**src/rtl/mem_arbiter_pkg.sv**
```systemverilog
// rtl/mem_arbiter_pkg.sv - response owner encodings, byte-lane masks and lane helper
package mem_arbiter_pkg;

   // Who owns the RAM response arriving next cycle
   typedef enum logic [1:0] {
      OWN_NONE = 2'd0,
      OWN_VID  = 2'd1,
      OWN_CPU  = 2'd2,
      OWN_DMA  = 2'd3
   } owner_e;

   // Byte-lane masks {hi,lo}; hi = even byte, lo = odd byte
   localparam logic [1:0] LANE_NONE = 2'b00;
   localparam logic [1:0] LANE_LO   = 2'b01;
   localparam logic [1:0] LANE_HI   = 2'b10;
   localparam logic [1:0] LANE_BOTH = 2'b11;

   // Lanes touched by a CPU access of the given width at the given byte offset
   function automatic logic [1:0] cpu_lanes(input logic wide, input logic lsb);
      return wide ? LANE_BOTH : (lsb ? LANE_LO : LANE_HI);
   endfunction

endpackage

```
**src/rtl/mem_arbiter_if.sv**
```systemverilog
// rtl/mem_arbiter_if.sv - requester and RAM port bundle for the memory arbiter
interface mem_arbiter_if #(
   parameter int AW = 15
);
   // video fetch port
   logic          vid_req;
   logic [AW-1:0] vid_addr;
   logic          vid_gnt;
   logic          vid_rvalid;
   logic [15:0]   vid_rdata;
   // CPU port
   logic          cpu_en;
   logic          cpu_wr;
   logic          cpu_wide;
   logic [AW:0]   cpu_addr;
   logic [15:0]   cpu_din;
   logic [15:0]   cpu_dout;
   logic          cpu_ready;
   // DMA / loader port
   logic          dma_req;
   logic          dma_wr;
   logic [1:0]    dma_be;
   logic [AW-1:0] dma_addr;
   logic [15:0]   dma_wdata;
   logic          dma_gnt;
   logic          dma_rvalid;
   logic [15:0]   dma_rdata;
   // RAM port
   logic          mem_en;
   logic [1:0]    mem_we;
   logic [AW-1:0] mem_addr;
   logic [15:0]   mem_wdata;
   logic [15:0]   mem_rdata;

   // Arbiter side
   modport slave (
      input  vid_req, vid_addr,
      output vid_gnt, vid_rvalid, vid_rdata,
      input  cpu_en, cpu_wr, cpu_wide, cpu_addr, cpu_din,
      output cpu_dout, cpu_ready,
      input  dma_req, dma_wr, dma_be, dma_addr, dma_wdata,
      output dma_gnt, dma_rvalid, dma_rdata,
      output mem_en, mem_we, mem_addr, mem_wdata,
      input  mem_rdata
   );

   // Requesters and RAM side
   modport master (
      output vid_req, vid_addr,
      input  vid_gnt, vid_rvalid, vid_rdata,
      output cpu_en, cpu_wr, cpu_wide, cpu_addr, cpu_din,
      input  cpu_dout, cpu_ready,
      output dma_req, dma_wr, dma_be, dma_addr, dma_wdata,
      input  dma_gnt, dma_rvalid, dma_rdata,
      input  mem_en, mem_we, mem_addr, mem_wdata,
      output mem_rdata
   );

endinterface

```
**src/rtl/mem_arbiter_steer.sv**
```systemverilog
// rtl/mem_arbiter_steer.sv - CPU byte-lane steering for writes and read-data extraction
module mem_arbiter_steer
   import mem_arbiter_pkg::*;
(
   input  logic        i_wr,
   input  logic        i_wide,
   input  logic        i_lsb,
   input  logic [15:0] i_din,
   output logic [1:0]  o_we,
   output logic [15:0] o_wdata,
   input  logic        i_rsp_wide,
   input  logic        i_rsp_lsb,
   input  logic [15:0] i_rdata,
   output logic [15:0] o_dout
);

   // Request side: byte writes place din[7:0] on the lane selected by the byte address
   always_comb begin
      o_we = i_wr ? cpu_lanes(i_wide, i_lsb) : LANE_NONE;
      if (i_wide)
         o_wdata = i_din;
      else if (i_lsb)
         o_wdata = {8'h00, i_din[7:0]};
      else
         o_wdata = {i_din[7:0], 8'h00};
   end

   // Response side: uses the width/offset captured at grant, byte reads zero-extend
   always_comb begin
      if (i_rsp_wide)
         o_dout = i_rdata;
      else if (i_rsp_lsb)
         o_dout = {8'h00, i_rdata[7:0]};
      else
         o_dout = {8'h00, i_rdata[15:8]};
   end

endmodule

```
**src/rtl/mem_arbiter.sv**
```systemverilog
// rtl/mem_arbiter.sv - single-port RAM arbiter for video, CPU and DMA with CPU starvation guard
module mem_arbiter
   import mem_arbiter_pkg::*;
#(
   parameter int AW           = 15,
   parameter int STARVE_LIMIT = 4
) (
   input  logic          i_clk,
   input  logic          i_rst_n,
   mem_arbiter_if.slave  io_bus
);

   localparam int CW = $clog2(STARVE_LIMIT + 1);

   logic [CW-1:0] r_starve_cnt;
   owner_e        r_owner;
   logic          r_rsp_wide;
   logic          r_rsp_lsb;
   logic [AW-1:0] r_addr_hold;
   logic [15:0]   r_wdata_hold;

   logic          w_cpu_busy;
   logic          w_cpu_elig;
   logic          w_starved;
   logic          w_cpu_gnt;
   logic          w_vid_gnt;
   logic          w_dma_gnt;
   logic [1:0]    w_steer_we;
   logic [15:0]   w_steer_wdata;
   logic [15:0]   w_steer_dout;

   // The CPU stays busy for exactly the cycle its response is returned
   assign w_cpu_busy = (r_owner == OWN_CPU);
   assign w_cpu_elig = io_bus.cpu_en & ~w_cpu_busy;
   assign w_starved  = (r_starve_cnt == CW'(STARVE_LIMIT));

   // Grants are held off during reset so the RAM sees no strobe and all outputs read 0.
   // Normal order is video > CPU > DMA; a starved CPU jumps ahead of video for one slot.
   assign w_cpu_gnt = i_rst_n & w_cpu_elig & (w_starved | ~io_bus.vid_req);
   assign w_vid_gnt = i_rst_n & io_bus.vid_req & ~(w_cpu_elig & w_starved);
   assign w_dma_gnt = i_rst_n & io_bus.dma_req & ~io_bus.vid_req & ~w_cpu_elig;

   mem_arbiter_steer u_steer (
      .i_wr       (io_bus.cpu_wr),
      .i_wide     (io_bus.cpu_wide),
      .i_lsb      (io_bus.cpu_addr[0]),
      .i_din      (io_bus.cpu_din),
      .o_we       (w_steer_we),
      .o_wdata    (w_steer_wdata),
      .i_rsp_wide (r_rsp_wide),
      .i_rsp_lsb  (r_rsp_lsb),
      .i_rdata    (io_bus.mem_rdata),
      .o_dout     (w_steer_dout)
   );

   assign io_bus.vid_gnt = w_vid_gnt;
   assign io_bus.dma_gnt = w_dma_gnt;
   assign io_bus.mem_en  = w_cpu_gnt | w_vid_gnt | w_dma_gnt;

   // RAM port mux; address and write data hold their last value on idle cycles
   always_comb begin
      io_bus.mem_we    = LANE_NONE;
      io_bus.mem_addr  = r_addr_hold;
      io_bus.mem_wdata = r_wdata_hold;
      if (w_cpu_gnt) begin
         io_bus.mem_we    = w_steer_we;
         io_bus.mem_addr  = io_bus.cpu_addr[AW:1];
         io_bus.mem_wdata = w_steer_wdata;
      end else if (w_vid_gnt) begin
         io_bus.mem_addr  = io_bus.vid_addr;
      end else if (w_dma_gnt) begin
         io_bus.mem_we    = io_bus.dma_wr ? io_bus.dma_be : LANE_NONE;
         io_bus.mem_addr  = io_bus.dma_addr;
         io_bus.mem_wdata = io_bus.dma_wdata;
      end
   end

   // Count slots a ready CPU loses; restart whenever it is served or withdraws
   always_ff @(posedge i_clk or negedge i_rst_n) begin
      if (!i_rst_n)
         r_starve_cnt <= '0;
      else if (!io_bus.cpu_en || w_cpu_gnt)
         r_starve_cnt <= '0;
      else if (w_cpu_elig && !w_starved)
         r_starve_cnt <= r_starve_cnt + CW'(1);
   end

   // Record who owns next cycle's RAM response; CPU writes still need a ready pulse
   always_ff @(posedge i_clk or negedge i_rst_n) begin
      if (!i_rst_n) begin
         r_owner    <= OWN_NONE;
         r_rsp_wide <= 1'b0;
         r_rsp_lsb  <= 1'b0;
      end else begin
         if (w_cpu_gnt)
            r_owner <= OWN_CPU;
         else if (w_vid_gnt)
            r_owner <= OWN_VID;
         else if (w_dma_gnt && !io_bus.dma_wr)
            r_owner <= OWN_DMA;
         else
            r_owner <= OWN_NONE;
         if (w_cpu_gnt) begin
            r_rsp_wide <= io_bus.cpu_wide;
            r_rsp_lsb  <= io_bus.cpu_addr[0];
         end
      end
   end

   // Keep the last driven RAM address/data so idle cycles do not toggle the bus
   always_ff @(posedge i_clk or negedge i_rst_n) begin
      if (!i_rst_n) begin
         r_addr_hold  <= '0;
         r_wdata_hold <= '0;
      end else if (io_bus.mem_en) begin
         r_addr_hold  <= io_bus.mem_addr;
         r_wdata_hold <= io_bus.mem_wdata;
      end
   end

   assign io_bus.vid_rvalid = (r_owner == OWN_VID);
   assign io_bus.dma_rvalid = (r_owner == OWN_DMA);
   assign io_bus.cpu_ready  = (r_owner == OWN_CPU);
   assign io_bus.vid_rdata  = io_bus.vid_rvalid ? io_bus.mem_rdata : 16'h0000;
   assign io_bus.dma_rdata  = io_bus.dma_rvalid ? io_bus.mem_rdata : 16'h0000;
   assign io_bus.cpu_dout   = io_bus.cpu_ready  ? w_steer_dout     : 16'h0000;

endmodule

```
**src/flat_wrapper.sv**
```systemverilog
// flat-port wrapper written by rule: the top's interface ports become plain ports
module mem_arbiter_flat import mem_arbiter_pkg::*;
#(
   parameter int AW           = 15,
   parameter int STARVE_LIMIT = 4
)
  (i_clk, i_rst_n, io_bus_vid_req, io_bus_vid_addr, io_bus_vid_gnt, io_bus_vid_rvalid, io_bus_vid_rdata, io_bus_cpu_en, io_bus_cpu_wr, io_bus_cpu_wide, io_bus_cpu_addr, io_bus_cpu_din, io_bus_cpu_dout, io_bus_cpu_ready, io_bus_dma_req, io_bus_dma_wr, io_bus_dma_be, io_bus_dma_addr, io_bus_dma_wdata, io_bus_dma_gnt, io_bus_dma_rvalid, io_bus_dma_rdata, io_bus_mem_en, io_bus_mem_we, io_bus_mem_addr, io_bus_mem_wdata, io_bus_mem_rdata);
  mem_arbiter_if #(.AW(AW)) io_bus_i ();
  input  logic i_clk;
  input  logic i_rst_n;
  input wire logic [$bits(io_bus_i.vid_req)-1:0] io_bus_vid_req;
  input wire logic [$bits(io_bus_i.vid_addr)-1:0] io_bus_vid_addr;
  output wire logic [$bits(io_bus_i.vid_gnt)-1:0] io_bus_vid_gnt;
  output wire logic [$bits(io_bus_i.vid_rvalid)-1:0] io_bus_vid_rvalid;
  output wire logic [$bits(io_bus_i.vid_rdata)-1:0] io_bus_vid_rdata;
  input wire logic [$bits(io_bus_i.cpu_en)-1:0] io_bus_cpu_en;
  input wire logic [$bits(io_bus_i.cpu_wr)-1:0] io_bus_cpu_wr;
  input wire logic [$bits(io_bus_i.cpu_wide)-1:0] io_bus_cpu_wide;
  input wire logic [$bits(io_bus_i.cpu_addr)-1:0] io_bus_cpu_addr;
  input wire logic [$bits(io_bus_i.cpu_din)-1:0] io_bus_cpu_din;
  output wire logic [$bits(io_bus_i.cpu_dout)-1:0] io_bus_cpu_dout;
  output wire logic [$bits(io_bus_i.cpu_ready)-1:0] io_bus_cpu_ready;
  input wire logic [$bits(io_bus_i.dma_req)-1:0] io_bus_dma_req;
  input wire logic [$bits(io_bus_i.dma_wr)-1:0] io_bus_dma_wr;
  input wire logic [$bits(io_bus_i.dma_be)-1:0] io_bus_dma_be;
  input wire logic [$bits(io_bus_i.dma_addr)-1:0] io_bus_dma_addr;
  input wire logic [$bits(io_bus_i.dma_wdata)-1:0] io_bus_dma_wdata;
  output wire logic [$bits(io_bus_i.dma_gnt)-1:0] io_bus_dma_gnt;
  output wire logic [$bits(io_bus_i.dma_rvalid)-1:0] io_bus_dma_rvalid;
  output wire logic [$bits(io_bus_i.dma_rdata)-1:0] io_bus_dma_rdata;
  output wire logic [$bits(io_bus_i.mem_en)-1:0] io_bus_mem_en;
  output wire logic [$bits(io_bus_i.mem_we)-1:0] io_bus_mem_we;
  output wire logic [$bits(io_bus_i.mem_addr)-1:0] io_bus_mem_addr;
  output wire logic [$bits(io_bus_i.mem_wdata)-1:0] io_bus_mem_wdata;
  input wire logic [$bits(io_bus_i.mem_rdata)-1:0] io_bus_mem_rdata;
  assign io_bus_i.vid_req = io_bus_vid_req;
  assign io_bus_i.vid_addr = io_bus_vid_addr;
  assign io_bus_vid_gnt = io_bus_i.vid_gnt;
  assign io_bus_vid_rvalid = io_bus_i.vid_rvalid;
  assign io_bus_vid_rdata = io_bus_i.vid_rdata;
  assign io_bus_i.cpu_en = io_bus_cpu_en;
  assign io_bus_i.cpu_wr = io_bus_cpu_wr;
  assign io_bus_i.cpu_wide = io_bus_cpu_wide;
  assign io_bus_i.cpu_addr = io_bus_cpu_addr;
  assign io_bus_i.cpu_din = io_bus_cpu_din;
  assign io_bus_cpu_dout = io_bus_i.cpu_dout;
  assign io_bus_cpu_ready = io_bus_i.cpu_ready;
  assign io_bus_i.dma_req = io_bus_dma_req;
  assign io_bus_i.dma_wr = io_bus_dma_wr;
  assign io_bus_i.dma_be = io_bus_dma_be;
  assign io_bus_i.dma_addr = io_bus_dma_addr;
  assign io_bus_i.dma_wdata = io_bus_dma_wdata;
  assign io_bus_dma_gnt = io_bus_i.dma_gnt;
  assign io_bus_dma_rvalid = io_bus_i.dma_rvalid;
  assign io_bus_dma_rdata = io_bus_i.dma_rdata;
  assign io_bus_mem_en = io_bus_i.mem_en;
  assign io_bus_mem_we = io_bus_i.mem_we;
  assign io_bus_mem_addr = io_bus_i.mem_addr;
  assign io_bus_mem_wdata = io_bus_i.mem_wdata;
  assign io_bus_i.mem_rdata = io_bus_mem_rdata;
  mem_arbiter #(.AW(AW), .STARVE_LIMIT(STARVE_LIMIT)) u_core (.i_clk(i_clk), .i_rst_n(i_rst_n), .io_bus(io_bus_i));
endmodule
```
**config.mk**
```make
export PLATFORM = sky130hd
export DESIGN_NAME = mem_arbiter_flat
export DESIGN_NICKNAME = d
export VERILOG_FILES = /design/src/rtl/mem_arbiter_pkg.sv /design/src/rtl/mem_arbiter_if.sv /design/src/rtl/mem_arbiter_steer.sv /design/src/rtl/mem_arbiter.sv /design/src/flat_wrapper.sv
export SDC_FILE = /design/constraint.sdc
export NUM_CORES = 1
export LEC_CHECK = 0
export BUFFER_PORTS_ARGS = -buffer_cell sky130_fd_sc_hd__clkbuf_2
export CAP_MARGIN = 10
export CORE_MARGIN = 4
export CORE_UTILIZATION = 40
export CTS_CLUSTER_DIAMETER = 120
export CTS_CLUSTER_SIZE = 8
export DETAILED_ROUTE_END_ITERATION = 12
export MAX_ROUTING_LAYER = met4
export PLACE_DENSITY = 0.78
export SLEW_MARGIN = 20
export SYNTH_ARGS = -nofsm -noshare
export SYNTH_HDL_FRONTEND = slang
export SYNTH_HIERARCHICAL = 1
export SYNTH_SLANG_ARGS = --single-unit
```
**constraint.sdc**
```tcl
create_clock -name i_clk -period 5.37 [get_ports i_clk]
set_input_delay 1.611 -clock i_clk [delete_from_list [all_inputs] [get_ports i_clk]]
set_output_delay 1.611 -clock i_clk [all_outputs]
set_load 0.05 [all_outputs]
```
## After elaboration in Yosys (flattened, before gate mapping)

Cells that the tools add are included.

- Flip-flop bits (word level): 38
- Bits of input ports: 104
- Word-level logic and storage cells: 59

- Mux-type cells: 25
- Add/subtract/negate cells: 1
- Equality and inequality tests: 4
- Bitwise operators: 16
- Reduce and logical (&&, ||, !) cells: 7

Operators by type and width:

| cell | count |
|---|---|
| $mux W16 | 9 |
| $mux W15 | 3 |
| $mux W2 | 10 |
| $and A1 B1 Y1 | 9 |
| $mux W8 | 1 |
| $mux W3 | 2 |
| $eq A2 B2 Y1 const B | 2 |
| $not A1 Y1 | 4 |
| $add A3 B1 Y3 const B | 1 |
| $eq A3 B3 Y1 const B | 1 |
| $logic_not A1 Y1 | 3 |
| $or A1 B1 Y1 | 3 |
| $eq A2 B1 Y1 const B | 1 |
| $logic_and A1 B1 Y1 | 2 |
| $reduce_bool A2 Y1 | 1 |
| $logic_or A1 B1 Y1 | 1 |

## Depth between registers and ports, before layout

Gate-level depths: netlist (run 1).

- Depth after elaboration: 9
- Gate-level depth with buffers: 7

## Cells and area by module

Netlist (run 1), hierarchy kept.

Modules (own cells, without submodules):

| module | times used | area an instance (um2) | sequential area each (um2) | cells an instance |
|---|---|---|---|---|
| mem_arbiter | 1 | 2471.1 | 950.9 | 283 |
| mem_arbiter_steer | 1 | 330.3 | 0.0 | 43 |

## Least setup slack after synthesis (run 1)

No wires, ideal clock.

- Kind: input port to output port
- From: input port i_rst_n
- To: output port io_bus_mem_wdata[8]
- Path buffers: 2
- Data required time: 3.759 ns
- Arrival time: 3.618 ns
- Path slack: 0.141 ns
- Cell stages on the path: 6
- Cells stage by stage: clkbuf_1 -> nand2_1 -> a211oi_2 -> buf_4 -> mux2i_1 -> o21ai_0

- Longest elaborated chain between the ends: 6

Ends and longest elaborated chain:

| what | RTL line | source |
|---|---|---|
| from (decl) | flat_wrapper.sv:10 | `input logic i_rst_n;` |
| $and A1 B1 Y1 (3 in a row) | mem_arbiter.sv:41 | `assign w_dma_gnt = i_rst_n & io_bus.dma_req & ~io_bus.vid_req & ~w_cpu_elig;` |
| $mux W16 | mem_arbiter.sv:71 | `end else if (w_dma_gnt) begin` |
| $mux W16 | mem_arbiter.sv:69 | `end else if (w_vid_gnt) begin` |
| $mux W16 * | mem_arbiter.sv:65 | `if (w_cpu_gnt) begin` |
| to (decl) | flat_wrapper.sv:34 | `output wire logic [$bits(io_bus_i.mem_wdata)-1:0] io_bus_mem_wdata;` |

Mark *: on every way between the ends. The rest lies on a longest branch, timed or not.

## Worst setup path in the final report (run 1)

- From: input port io_bus_vid_req
- To: output port io_bus_mem_addr[9]

- Longest elaborated chain between the ends: 6

Ends and longest elaborated chain:

| what | RTL line | source |
|---|---|---|
| from (decl) | flat_wrapper.sv:11 | `input wire logic [$bits(io_bus_i.vid_req)-1:0] io_bus_vid_req;` |
| $not A1 Y1 | mem_arbiter.sv:39, mem_arbiter.sv:41 |  |
| $and A1 B1 Y1 (2 in a row) | mem_arbiter.sv:41 |  |
| $mux W15 | mem_arbiter.sv:71 |  |
| $mux W15 | mem_arbiter.sv:69 |  |
| $mux W15 * | mem_arbiter.sv:65 |  |
| to (decl) | flat_wrapper.sv:33 | `output wire logic [$bits(io_bus_i.mem_addr)-1:0] io_bus_mem_addr;` |

Marked as above.

==> impl_results.md, run 1 <==
- Number of port buffers: 190
- Most used DFF post-synth: dfrtp_1
- CP Class: in -> out
- Power per cell area: 277 nW/um2
- Clock Pin Slew Worst Setup and Hold Paths: 0.08 ns
- Commonest non-fill, non-tap cells in the layout: clkbuf_2, dfrtp_1, and2_1, nand2_1, o21ai_0
- Post-synth EDFFs: 0
- CTS tree: yes
- Post-cts repair resize count: 0
- Worst hold path endpoint: u_core/r_addr_hold[14]$_DFFE_PN0P_
- Total track usage: 20.7%
- Async SR Flop Fraction: 100%
- Root buffer cell: clkbuf_8
- DR WL/cell: 14.4 um
- Register-to-register setup slack: 3.14 ns
- R2R depth: 5
- Reg2reg start: u_core/r_owner[0]$_DFF_PN0_
- Drt drc: 0
- Crit path max fanout: 13
- Via count: 3076
- Mean Syn Cell Area: 8.59 um2
- Post-synth net total: 432
- IO Count: 191
- Worst hold path type: reg -> reg
- Core box area: 6790 um2
- Run status: finished, final reports clean
- Die Ht: 91.7 um
- Netlist cell types: 39
- Post-synthesis sequential area ratio: 33.9%
- DRC marker count from the first detailed-route iteration: 156
- # rows: 30
- First-pass GRT wire length: 14000 um
- Setup Viol. Count Final: 0
- VDD IR max: 0.176 mV
- Fin Hold WS: 0.530 ns
- Area grow syn2layout: 43.5%
- Synth Instances: 326
- RSZ-0062 raised after global routing: no
- Clock Latency Late Sink: 0.28 ns
- WP data required: 3.76 ns
- Layout Nets: 613
- Initial antenna violation count: 0
- Max-Cap Viols: 0
- Hold Violations, Final: 0
- Setup crit end kind: output port
- Synth Warn #: 6
- Period Utilization, post-route: 91.5%
- Initial Util: 41.2%
- Worst r2r dst: u_core/r_addr_hold[6]$_DFFE_PN0P_
- Hpwl dp: 6910 um
- Min cycle time layout: 4.91 ns
- Cts bufs inserted: 5
- Hold path depth: 1
- CTS sink cnt: 38
- Fin Setup TNS: 0 ns
- CP startpoint kind: input port
- Hold-fix buffers at CTS: 0
- Chip Width: 91.7 um
- Synthesized area: 2800 um2
- Global route overflow: 0
- Number of setup buffers added after CTS: 0
- Post-DR vias/cell: 5.09
- Final instance area: 4020 um2
- Placed cells: 596
- DRT antenna net count: 0
- Pin count of the biggest net entering global routing: 53
- Most common cell after layout, fill and taps aside: clkbuf_2
- DP Area: 3920 um2
- DIE AREA: 8410 um2
- CTS Buffer Depth: 2
- Post-route insts no fill: 604
- Drt first pass iters: 8
- Clock Skews: 0.00833 ns
- Share of cells above drive strength 1: 45.1%
- #FFs+latches synth: 38
- Critical hold path startpoint: u_core/r_addr_hold[14]$_DFFE_PN0P_
- Maximum clock frequency: 0.203 GHz
- Total Routed Length: 8700 um
- Max-slew violation count: 0
- Ant. Diodes: 0
- Vias in the first global route: 2912
- Worst rel slew slack: 42.0%
- Htree depth: 2
- Arr. time, crit path: 3.30 ns
- Routability cong.: 0.816
- Leakage power: 0.00210 uW
- Worst slew pin tran: 0.868 ns
## critical path: stages
cell and delay, ns:
clkbuf_2 0.20, a21boi_1 0.35, or3_1 0.47, o22ai_1 0.20, a21oi_1 0.17, clkbuf_2 0.30
## sequential cells by signal (all words and copies together), names as in the netlist
| signal | cells |
|---|---|
| u_core/r_rsp_wide | 1 |
| u_core/r_wdata_hold | 16 |
| u_core/r_rsp_lsb | 1 |
| u_core/r_addr_hold | 15 |
| u_core/r_starve_cnt | 3 |
| u_core/r_owner | 2 |
## logic make-up (layout without fill, tap and decap cells)
kind of cell / after synthesis / after routing / synth area share, %
AND/OR/NAND/NOR: 111 / 111 / 22.7
XOR/XNOR: 2 / 2 / 0.625
flip-flops: 38 / 38 / 33.9
multiplexers: 33 / 33 / 12.1
adder cells (fa/ha/maj): 2 / 2 / 0.893
AO/OA/AOI/OAI: 97 / 97 / 22.8
buffers and inverters: 43 / 225 / 6.88
## layer usage
metal	track usage (%)	part of all wire (%)	vias to the layer above
met4	3.52	0.61	0
met3	4.59	6.6	6
met1	25.2	42	1435
met2	35.6	51	116
li1	-	-	1519
met5	-	0	-
## report_power, final
group	internal, uW	switching, uW
Sequential	336	27.9
Combinational	178	369
Clock	103	97.5
Total	617	494
## how the worst max path moves through the flow
stage	start	endpoint	slack, ns	cells past startpoint
6_report	io_bus_vid_req	io_bus_mem_addr[9]	0.46	6
5_1_grt	io_bus_vid_req	io_bus_mem_addr[9]	0.31	6
4_1_cts	io_bus_vid_req	io_bus_mem_addr[3]	0.48	6
3_5_place_dp	io_bus_vid_req	io_bus_mem_addr[3]	0.49	6
3_3_place_gp	io_bus_vid_req	io_bus_mem_addr[3]	0.59	6
2_1_floorplan	i_rst_n	io_bus_mem_wdata[8]	0.14	6
## through the flow
stage | util (%) | setup slack [ns] | power, uW
floorplan | - | 0.141 | 745
global placement | 57.8 | 0.590 | 907
detailed placement | 57.8 | 0.490 | 918
CTS | 59.2 | 0.480 | 1120
global route | 59.2 | 0.310 | 1180
finish | 59.2 | 0.456 | 1110
## cells in the mapped netlist, types with 6 or more instances
master,instances,area share (%)
a21oi_1,19,3.4
a222oi_1,10,3.6
a22o_1,6,1.9
and2_1,34,7.6
and2_2,8,2.1
and3_1,16,3.6
buf_2,7,1.3
clkbuf_1,11,1.5
dfrtp_1,38,34
inv_1,19,2.5
mux2_2,8,3.2
mux2i_1,25,8.9
nand2_1,30,4.0
nor2b_1,10,2.2
o21ai_0,30,5.4
o21ai_1,7,1.3
o22ai_1,15,3.3
## cell type report
class,instances,area [um2]
Fill cell,630,2780
Sequential cell,38,951
Inverter,20,75.1
Timing Repair Buffer,197,1110
Tap cell,96,120
Multi-Input combinational cell,245,1670
Clock inverter,2,12.5
Clock buffer,6,82.6
No activity file was read; power rests on OpenSTA's default activity.
==> inputs of run 2 (changes only) <==
REMOVE_ABC_BUFFERS = 1   (was default)
SLEW_MARGIN = 25   (was 20)
==> impl_results.md, run 2 (synthesis results as in run 1) <==
- Run status: finished, final reports clean (unchanged)
- Largest register FFs: 16 (unchanged)
- Max-Cap Viols: 0 (unchanged)
- Reg2reg start: u_core/r_owner[0]$_DFF_PN0_ (unchanged)
- First-pass GRT wire length: 14100 um (was 14000 um)
- DR WL/cell: 14.2 um (was 14.4 um)
- Crit. Startpoint: io_bus_vid_req (unchanged)
- Worst hold path type: reg -> reg (unchanged)
- CP Class: in -> out (unchanged)
- Maximum clock frequency: 0.204 GHz (was 0.203 GHz)
- Hpwl dp: 6900 um (was 6910 um)
- Register-to-register setup slack: 3.19 ns (was 3.14 ns)
- Core box area: 6790 um2 (unchanged)
- Routability cong.: 0.895 (was 0.816)
- Pre-CTS setup slack: 0.467 ns (was 0.490 ns)
- Min cycle time layout: 4.90 ns (was 4.91 ns)
- Period Utilization, post-route: 91.2% (was 91.5%)
- Crit path max fanout: 13 (unchanged)
- Total Routed Length: 8560 um (was 8700 um)
- Total track usage: 20.7% (about the same)
- Setup crit end kind: output port (unchanged)
- DRT antenna net count: 0 (unchanged)
- Commonest non-fill, non-tap cells in the layout: clkbuf_2, dfrtp_1, and2_1, nand2_1, o21ai_0 (unchanged)
- WP data required: 3.76 ns (about the same)
- Post-DR vias/cell: 5.03 (was 5.09)
- VDD IR max: 0.172 mV (was 0.176 mV)
- Post-cts repair resize count: 0 (unchanged)
- Critical hold path startpoint: u_core/r_addr_hold[14]$_DFFE_PN0P_ (unchanged)
- Htree depth: 2 (unchanged)
- Root buffer cell: clkbuf_8 (unchanged)
- Pin count of the biggest net entering global routing: 53 (unchanged)
- Initial Util: 41.2% (unchanged)
- DRC marker count from the first detailed-route iteration: 99 (was 156)
- Number of setup buffers added after CTS: 0 (unchanged)
- Layout Nets: 615 (was 613)
- Biggest regs: u_core/r_wdata_hold: 16 flops, u_core/r_addr_hold: 15 flops, u_core/r_starve_cnt: 3 flops (unchanged)
- IO Count: 191 (unchanged)
- Worst slew pin tran: 0.878 ns (was 0.868 ns)
- DP Area: 3900 um2 (was 3920 um2)
- Clock Latency Late Sink: 0.28 ns (about the same)
- DIE AREA: 8410 um2 (unchanged)
- Via count: 3041 (was 3076)
- Global route overflow: 0 (unchanged)
- CP startpoint kind: input port (unchanged)
- Drt first pass iters: 6 (was 8)
- CTS tree: yes (unchanged)
- Largest reg by FF count: u_core/r_wdata_hold (unchanged)
- Initial antenna violation count: 0 (unchanged)
- Number of port buffers: 190 (unchanged)
- CTS sink cnt: 38 (unchanged)
- CTS Buffer Depth: 2 (unchanged)
- Vias in the first global route: 2940 (was 2912)
- Cts bufs inserted: 5 (unchanged)
- Area grow syn2layout: 42.0% (was 43.5%)
- Share of cells above drive strength 1: 45.1% (unchanged)
- # rows: 30 (unchanged)
- Slack of the critical path: 0.470 ns (was 0.456 ns)
- Final core utilization: 58.6% (was 59.2%)
- Most common cell after layout, fill and taps aside: clkbuf_2 (unchanged)
- Arr. time, crit path: 3.29 ns (was 3.30 ns)
- Fin Hold WS: 0.527 ns (was 0.530 ns)
- Chip Width: 91.7 um (unchanged)
- Clock Pin Slew Worst Setup and Hold Paths: 0.06 ns (was 0.08 ns)
- Leakage power: 0.00209 uW (was 0.00210 uW)
- Clock Skews: 0.00606 ns (was 0.00833 ns)
- Worst rel slew slack: 41.3% (was 42.0%)
- Setup Viol. Count Final: 0 (unchanged)
- Max-slew violation count: 0 (unchanged)
- Final instance area: 3980 um2 (was 4020 um2)
- Hold Violations, Final: 0 (unchanged)
- Power per cell area: 272 nW/um2 (was 277 nW/um2)
- Hold-fix buffers at CTS: 0 (unchanged)
- Drt drc: 0 (unchanged)
- Die Ht: 91.7 um (unchanged)
- Fin Setup TNS: 0 ns (unchanged)
- Ant. Diodes: 0 (unchanged)
- RSZ-0062 raised after global routing: no (unchanged)
==> run 2: worst max-delay path: stages <==
cell and delay (ns):
clkbuf_2 0.19, a21boi_1 0.35, or3_1 0.49, o22ai_1 0.19, a21oi_1 0.16, clkbuf_2 0.30
==> run 2: cell type report <==
type	instances	area, um2
Inverter	20	75.1
Tap cell	96	120
Multi-Input combinational cell	245	1670
Fill cell	628	2820
Clock buffer	6	82.6
Timing Repair Buffer	199	1080
Sequential cell	38	951
==> run 2: power breakdown <==
group	total, uW	switching, uW	internal, uW
clock network	191	91.7	99.0
logic	530	366	165
registers	361	25.1	336
==> run 2: final timing paths <==
path | cells past startpoint | end
max in group asynchronous | 3 | u_core/r_addr_hold[13]$_DFFE_PN0P_
worst max-delay path | 6 | io_bus_mem_addr[9]
min in group asynchronous | 2 | u_core/r_rsp_lsb$_DFFE_PN0P_
worst min-delay path | 1 | u_core/r_addr_hold[14]$_DFFE_PN0P_
worst max register to register | 5 | u_core/r_addr_hold[13]$_DFFE_PN0P_
worst min register to register | 1 | u_core/r_addr_hold[14]$_DFFE_PN0P_
==> run 2: per-stage QoR <==
stage	total power, uW	instances
floorplan	737	303
global placement	890	598
detailed placement	899	598
CTS	1100	604
global route	1150	604
finish	1080	604
==> run 2: per-layer routing <==
| metal | up-vias | part of all wire, % | track usage, % |
|---|---|---|---|
| met5 | - | 0 | - |
| met2 | 91 | 52 | 36.6 |
| li1 | 1529 | - | - |
| met3 | 4 | 5.3 | 3.77 |
| met1 | 1417 | 42 | 24.9 |
| met4 | 0 | 0.44 | 3.77 |
